### src/rtl/window_cache.sv
// In-order FIFO of packed dual-window entries between the memory controller and the PE array.
// Registered pop output, registered empty/full/count, saturating help counters and sticky overflow.
module window_cache #(
  parameter int DATA_WIDTH  = 8,
  parameter int BLOCK_WIDTH = 10,
  parameter int CACHE_WIDTH = 2 * DATA_WIDTH * BLOCK_WIDTH,
  parameter int DEPTH       = 8,
  parameter int CNT_WIDTH   = 8
) (
  input  logic                     clk,
  input  logic                     rst_n,
  input  logic                     clk_en,
  input  logic                     wr_en,
  input  logic [CACHE_WIDTH+1:0]   data_in,
  input  logic                     read_req,
  output logic [CACHE_WIDTH-1:0]   column_out,
  output logic [1:0]               help_out,
  output logic                     out_valid,
  output logic                     empty,
  output logic                     full,
  output logic [$clog2(DEPTH):0]   count,
  output logic [CNT_WIDTH-1:0]     help_cnt_a,
  output logic [CNT_WIDTH-1:0]     help_cnt_b,
  output logic                     overflow
);

  localparam int AW = $clog2(DEPTH);

  logic [CACHE_WIDTH+1:0] mem [DEPTH];
  logic [AW:0]            wr_ptr;
  logic [AW:0]            rd_ptr;
  logic [AW:0]            wr_ptr_nxt;
  logic [AW:0]            rd_ptr_nxt;
  logic                   wr_acc;
  logic                   rd_acc;
  logic                   wr_rej;
  logic [CACHE_WIDTH+1:0] rd_entry;

  function automatic logic [CNT_WIDTH-1:0] sat_inc(input logic [CNT_WIDTH-1:0] cnt,
                                                   input logic                 inc);
    if (inc && (cnt != {CNT_WIDTH{1'b1}}))
      return cnt + {{(CNT_WIDTH-1){1'b0}}, 1'b1};
    return cnt;
  endfunction

  // Accept decisions use the registered flags, so a full FIFO rejects a write even when a read pops in the same cycle
  always_comb begin
    wr_acc     = clk_en & wr_en & ~full;
    rd_acc     = clk_en & read_req & ~empty;
    wr_rej     = clk_en & wr_en & full;
    wr_ptr_nxt = wr_ptr + {{AW{1'b0}}, wr_acc};
    rd_ptr_nxt = rd_ptr + {{AW{1'b0}}, rd_acc};
    rd_entry   = mem[rd_ptr[AW-1:0]];
  end

  // Storage: data only, never reset
  always_ff @(posedge clk) begin
    if (wr_acc)
      mem[wr_ptr[AW-1:0]] <= data_in;
  end

  // Pointers, flags and occupancy
  always_ff @(posedge clk or negedge rst_n) begin
    if (!rst_n) begin
      wr_ptr <= '0;
      rd_ptr <= '0;
      empty  <= 1'b1;
      full   <= 1'b0;
      count  <= '0;
    end else begin
      wr_ptr <= wr_ptr_nxt;
      rd_ptr <= rd_ptr_nxt;
      empty  <= (wr_ptr_nxt == rd_ptr_nxt);
      full   <= (wr_ptr_nxt[AW-1:0] == rd_ptr_nxt[AW-1:0]) &&
                (wr_ptr_nxt[AW] != rd_ptr_nxt[AW]);
      count  <= wr_ptr_nxt - rd_ptr_nxt;
    end
  end

  // Registered pop output
  always_ff @(posedge clk or negedge rst_n) begin
    if (!rst_n) begin
      column_out <= '0;
      help_out   <= '0;
      out_valid  <= 1'b0;
    end else if (clk_en) begin
      out_valid <= rd_acc;
      if (rd_acc) begin
        column_out <= rd_entry[CACHE_WIDTH-1:0];
        help_out   <= rd_entry[CACHE_WIDTH+1:CACHE_WIDTH];
      end
    end
  end

  // Help-entry statistics and sticky overflow
  always_ff @(posedge clk or negedge rst_n) begin
    if (!rst_n) begin
      help_cnt_a <= '0;
      help_cnt_b <= '0;
      overflow   <= 1'b0;
    end else begin
      help_cnt_a <= sat_inc(help_cnt_a, wr_acc & data_in[CACHE_WIDTH+1]);
      help_cnt_b <= sat_inc(help_cnt_b, wr_acc & data_in[CACHE_WIDTH]);
      overflow   <= overflow | wr_rej;
    end
  end

endmodule
### config.mk
export PLATFORM = sky130hd
export DESIGN_NAME = window_cache
export DESIGN_NICKNAME = d
export VERILOG_FILES = /design/src/rtl/window_cache.sv
export SDC_FILE = /design/constraint.sdc
export NUM_CORES = 1
export LEC_CHECK = 0
export BUFFER_PORTS_ARGS = -buffer_cell sky130_fd_sc_hd__buf_4
export CAP_MARGIN = 20
export CORE_MARGIN = 2
export CORE_UTILIZATION = 40
export CTS_CLUSTER_DIAMETER = 200
export DETAILED_ROUTE_END_ITERATION = 8
export REMOVE_ABC_BUFFERS = 1
export SLEW_MARGIN = 20
export SYNTH_ARGS = -nofsm -noshare
export SYNTH_HDL_FRONTEND = slang
export SYNTH_SLANG_ARGS = --single-unit
### constraint.sdc
create_clock -name clk -period 21.7 [get_ports clk]
set_input_delay 2.17 -clock clk [delete_from_list [all_inputs] [get_ports clk]]
set_output_delay 2.17 -clock clk [all_outputs]
set_load 0.05 [all_outputs]
== Word level (Yosys, flattened, before mapping) ==
Memory sizes are Yosys's and may differ from the RTL's. A register that Yosys moved wholly into a read port is not among the register bits.
Index checks and enable logic that the tools add are counted.

* Add/sub/neg operators: 5
* Bitwise operators: 10
* Mux-type cells: 6
* Equal/unequal tests: 5
* Reduce and logical (&&, ||, !) cells: 5

{| class="wikitable"
|+ Operator list
! operator !! count
|-
| $add 8x1->8 const B || 2
|-
| $mux 8 || 2
|-
| $ne 8x8->1 const B || 2
|-
| $add 4x1->4 || 2
|-
| $and 1x1->1 || 7
|-
| $eq 4x4->1 || 1
|-
| $mux 1 || 4
|-
| $sub 4x4->4 || 1
|-
| $eq 3x3->1 || 1
|-
| $logic_and 1x1->1 || 3
|-
| $not 1->1 || 2
|-
| $reduce_and 2->1 || 1
|-
| $logic_not 1->1 || 1
|-
| $ne 1x1->1 || 1
|-
| $or 1x1->1 || 1
|}

* Logic and storage cells: 41
* Memories: 1
* Flip-flop bits (word level): 32
* RAM bits: 1296
* Output and inout port bits: 186

{| class="wikitable"
|+ Memories
! memory !! depth !! bits a word !! rd ports !! clocked after memory_dff !! wr ports !! line !! RTL
|-
| mem || 8 || 162 || 1 || 1 || 1 || 29 || <nowiki>logic [CACHE_WIDTH+1:0] mem [DEPTH];</nowiki>
|}

== Depth between registers and ports, before layout ==
* Depth after elaboration: 5
* Mapped depth: 12

== Worst setup path after synthesis ==
Ideal clock, no wire load.

* Kind: input-to-reg
* Start: input port wr_en
* End: memory mem[0][0] (netlist bit), enable pin
* Setup time: 1.079 ns
* Setup slack: 2.871 ns
* Arrival: 17.749 ns
* Stages on the path: 3
* Path through: nand2_1 > or2_2 > nor4_1

* Cells in the longest elaborated chain, start to end: 4

{| class="wikitable"
|+ RTL lines
! what !! line !! RTL
|-
| start: declaration || 13 || <nowiki>input logic wr_en,</nowiki>
|-
| $and 1x1->1 (2 in a row) || 48 || <nowiki>wr_acc = clk_en & wr_en & ~full;</nowiki>
|-
| $mux 1 || 58 || <nowiki>if (wr_acc)</nowiki>
|-
| $mux 1 (implied by the code) || 59 || <nowiki>mem[wr_ptr[AW-1:0]] <= data_in;</nowiki>
|-
| end: declaration || 29 ||
|}

Every way passes these cells.

==> impl_metrics.csv <==
group,metric,value,unit
run_status,status,"completed",
logic_synthesis,ys_warn_count,0,
worst_setup_path,critical_path_arrival,7.26,ns
timing,setup_viol,0,
route,dr.pass1.iters,5,
placement,dp.cells,5200,
die,placementRows,138,
timing,fin_crit_sh,0.3053,
clock_network,root_buffer,"clkbuf_16",
die,die_h,380.4,µm
power_and_ir_drop,static-leakage-power,23.59,nW
worst_setup_path,crit_top_cell,"buf_4",
clock_network,clockBufferDepth,3,
route,wl_per_cell,23.37,µm
die,fp.dieArea,0.1447,mm²
clock_network,h-tree-depth,4,
timing,slew_viol_final,0,
worst_setup_path,r2r_start,"rd_ptr[0]",
logic_synthesis,ys_ff_latch,1490,
final_layout,fill_cells,11897,
worst_setup_path,slowest_stage,"dfrtp_4",
timing,relSlewSlack,0.2466,
worst_setup_path,worst_setup_path_start_kind,"flop",
hold_path,hp-class,"flop to flop",
worst_setup_path,worstPathCellList,"buf_4 > buf_4 > buf_4 > buf_4 > buf_4 > mux2_2 > o22ai_1 > a221o_1 > o21ai_1",
placement,portBuffers,352,
flow_run,maxCapViolations,0,
timing,fmax,0.1509,GHz
final_layout,layout.nets,3643,
timing,finalClockSkew,0.04399,ns
route,drc,0,
route,postRouteAntennaNets,0,
clock_network,ctsResizeCount,0,
grt,grt.total_usage,0.1756,
placement,hpwl,67070,µm
logic_synthesis,netlist_area,0.05667,mm²
final_layout,fin_util,0.4705,
final_layout,multi_input_area,0.01180,mm²
die,initial_utilization,0.4017,
grt,grt_pass1_vias,28771,
route,vias,28620,
clock_network,post-cts-setup-buffers,0,
grt,grt-ovfl-total,0,
logic_synthesis,synthesis.area_per_instance,18.39,µm²
grt,grt_pass1_wl,190900,µm
timing,min_period,6.626,ns
die,core-area,0.1411,mm²
timing,rsz0062_at_grt,"false",
hold_path,min_from,"overflow",
worst_setup_path,path_delay_family,"buffers and inverters",
final_layout,drive_gt1_frac,0.2760,
worst_setup_path,cp_num_buf_inv,5,
timing,tightest_slew,1.130,ns
final_layout,syn_to_final_growth,17.12,%
power_and_ir_drop,ir_drop,0.00008104,V
timing,finalSetupTns,0,ns
clock_network,insertion_delay,0.80,ns
logic_synthesis,synthCells,3081,
worst_setup_path,slowest_delay,0.99,ns
grt,grt_max_degree,145,
worst_setup_path,crit_type,"flop to flop",
clock_network,path_clk_slew,0.06,ns
placement,gp_congestion,0.7182,
clock_network,cts_tree,"yes",
worst_setup_path,cp-end-kind,"flop",
grt,antenna_found_initial,11,
die,io_pins,353,
route,vias_per_cell,5.211,
clock_network,postCtsHoldBufs,0,
worst_setup_path,crit_start,"rd_ptr[0]",
worst_setup_path,cp_data_required_time,22.33,ns
logic_synthesis,ys_seq_area_frac,0.7724,
die,die_x,380.4,µm
clock_network,cts.sinks,1490,
worst_setup_path,cp_max_fo,69,
logic_synthesis,yosysUniqueCellTypes,45,
final_layout,seq_area,0.04378,mm²
route,drt-total-wl,128300,µm
route,drt_iter0_drc,1751,
timing,finalHoldViolCount,0,
power_and_ir_drop,power_density,139.2,mW/mm²
final_layout,final_cells,5492,
clock_network,cts_buffers,156,
-- per-layer routing --
layer  part of all wire  GRT usage  vias up
li1                   -          -    13080
met1               0.46     0.2427    14768
met2               0.48     0.2813      589
met3              0.051    0.03797      171
met4              0.017    0.04710       12
met5            0.00062          0        -
-- cell type report --
cell class                      instances  share of cell area
Sequential cell                      1490              0.6596
Multi-Input combinational cell       1402              0.1778
Clock buffer                          198             0.06272
Timing Repair Buffer                  409             0.04694
Tap cell                             1890             0.03563
Clock inverter                         90             0.01667
Inverter                                9           0.0005090
Antenna cell                            4           0.0001508
-- Yosys cell counts, drive strengths merged --
cell type | count | share of area
nor3 | 9 | 0.00079
xnor3 | 1 | 0.00040
mux2i | 325 | 0.057
dfstp | 1 | 0.00046
nand4 | 3 | 0.00033
and3 | 1 | 0.00011
o21a | 1 | 0.00013
a221o | 162 | 0.029
a21oi | 5 | 0.00044
nor2 | 7 | 0.00046
o21ai | 164 | 0.015
dfrtp | 193 | 0.085
nand3 | 5 | 0.00044
edfxtp | 1296 | 0.69
nand2 | 177 | 0.012
nand2b | 7 | 0.00077
nand4b | 1 | 0.00015
or2 | 2 | 0.00022
maj3 | 2 | 0.00035
o22ai | 162 | 0.018
nor2b | 4 | 0.00044
nor4 | 1 | 0.00011
and4b | 2 | 0.00035
a31o | 1 | 0.00015
mux2 | 331 | 0.066
o211ai | 1 | 0.00013
and2 | 2 | 0.00022
a31oi | 2 | 0.00022
xor2 | 8 | 0.0012
xnor2 | 6 | 0.00093
ha | 8 | 0.0018
buf | 121 | 0.016
nor3b | 2 | 0.00026
inv | 9 | 0.00060
clkbuf | 59 | 0.0041
-- cells in the final DEF, fill, tap and decap left out, types with 6 or more instances in the layout --
| cell type | instances |
|---|---|
| xnor2_1 | 6 |
| o22ai_1 | 162 |
| xor2_1 | 8 |
| clkinv_1 | 23 |
| nand2_1 | 176 |
| inv_1 | 9 |
| clkbuf_8 | 8 |
| bufinv_16 | 18 |
| clkinv_2 | 29 |
| mux2_2 | 331 |
| buf_4 | 405 |
| dfrtp_1 | 192 |
| edfxtp_1 | 1296 |
| clkbuf_16 | 157 |
| o21ai_1 | 160 |
| ha_1 | 8 |
| clkbuf_1 | 33 |
| mux2i_1 | 325 |
| a221o_1 | 162 |
-- state kept, by name, summed over array words and instances, names as in the netlist --
signal	flops
rd_ptr	4
column_out	160
help_cnt_b	8
help_out	2
overflow	1
out_valid	1
full	1
empty	1
mem	1296
help_cnt_a	8
count	4
wr_ptr	4
-- metrics by stage --
| step | area [µm²] | total power (W) | hold slack (ns) | setup WS [ns] |
|---|---|---|---|---|
| 2_1_floorplan | 55510 | 0.006781 | 0.4618 | 2.583 |
| 3_3_place_gp | 61090 | 0.006613 | 0.4591 | 15.11 |
| 3_5_place_dp | 61090 | 0.006638 | 0.4609 | 15.03 |
| 4_1_cts | 66360 | 0.009358 | 0.4745 | 15.06 |
| 5_1_grt | 66360 | 0.009645 | 0.4877 | 14.66 |
| 6_report | 66370 | 0.009237 | 0.4721 | 15.07 |
-- worst reg2reg max path, delay by kind of cell (launching register included) --
family | cells | cell delay, ns
AO/OA/AOI/OAI | 3 | 0.35
buffers and inverters | 5 | 4.70
flip-flops | 1 | 0.99
multiplexers | 1 | 0.44
-- cell families after synthesis --
kind of cell | after synthesis | share of synthesized area
XOR/XNOR | 15 | 0.002561
AND/OR/NAND/NOR | 223 | 0.01645
buffers and inverters | 189 | 0.02108
adder cells (fa/ha/maj) | 10 | 0.002120
multiplexers | 656 | 0.1232
AO/OA/AOI/OAI | 498 | 0.06220
flip-flops | 1490 | 0.7724
-- final timing paths --
check                           cells past startpoint  slack, ns               to
min in group asynchronous                           1       1.41    column_out[9]
worst min register to register                      1       0.47         overflow
max in group asynchronous                           3      18.36  column_out[149]
worst max register to register                      9      15.07   column_out[80]
worst min-delay path                                1       0.47         overflow
worst max-delay path                                9      15.07   column_out[80]
-- power breakdown --
part / leakage [nW] / internal (W) / switching, W / total (W)
Combinational: 6.93 / 0.00105 / 0.00181 / 0.00286
Sequential: 14.1 / 0.00348 / 0.000194 / 0.00368
Clock: 2.57 / 0.00159 / 0.00112 / 0.00270
No activity file was read; power rests on OpenSTA's default activity.
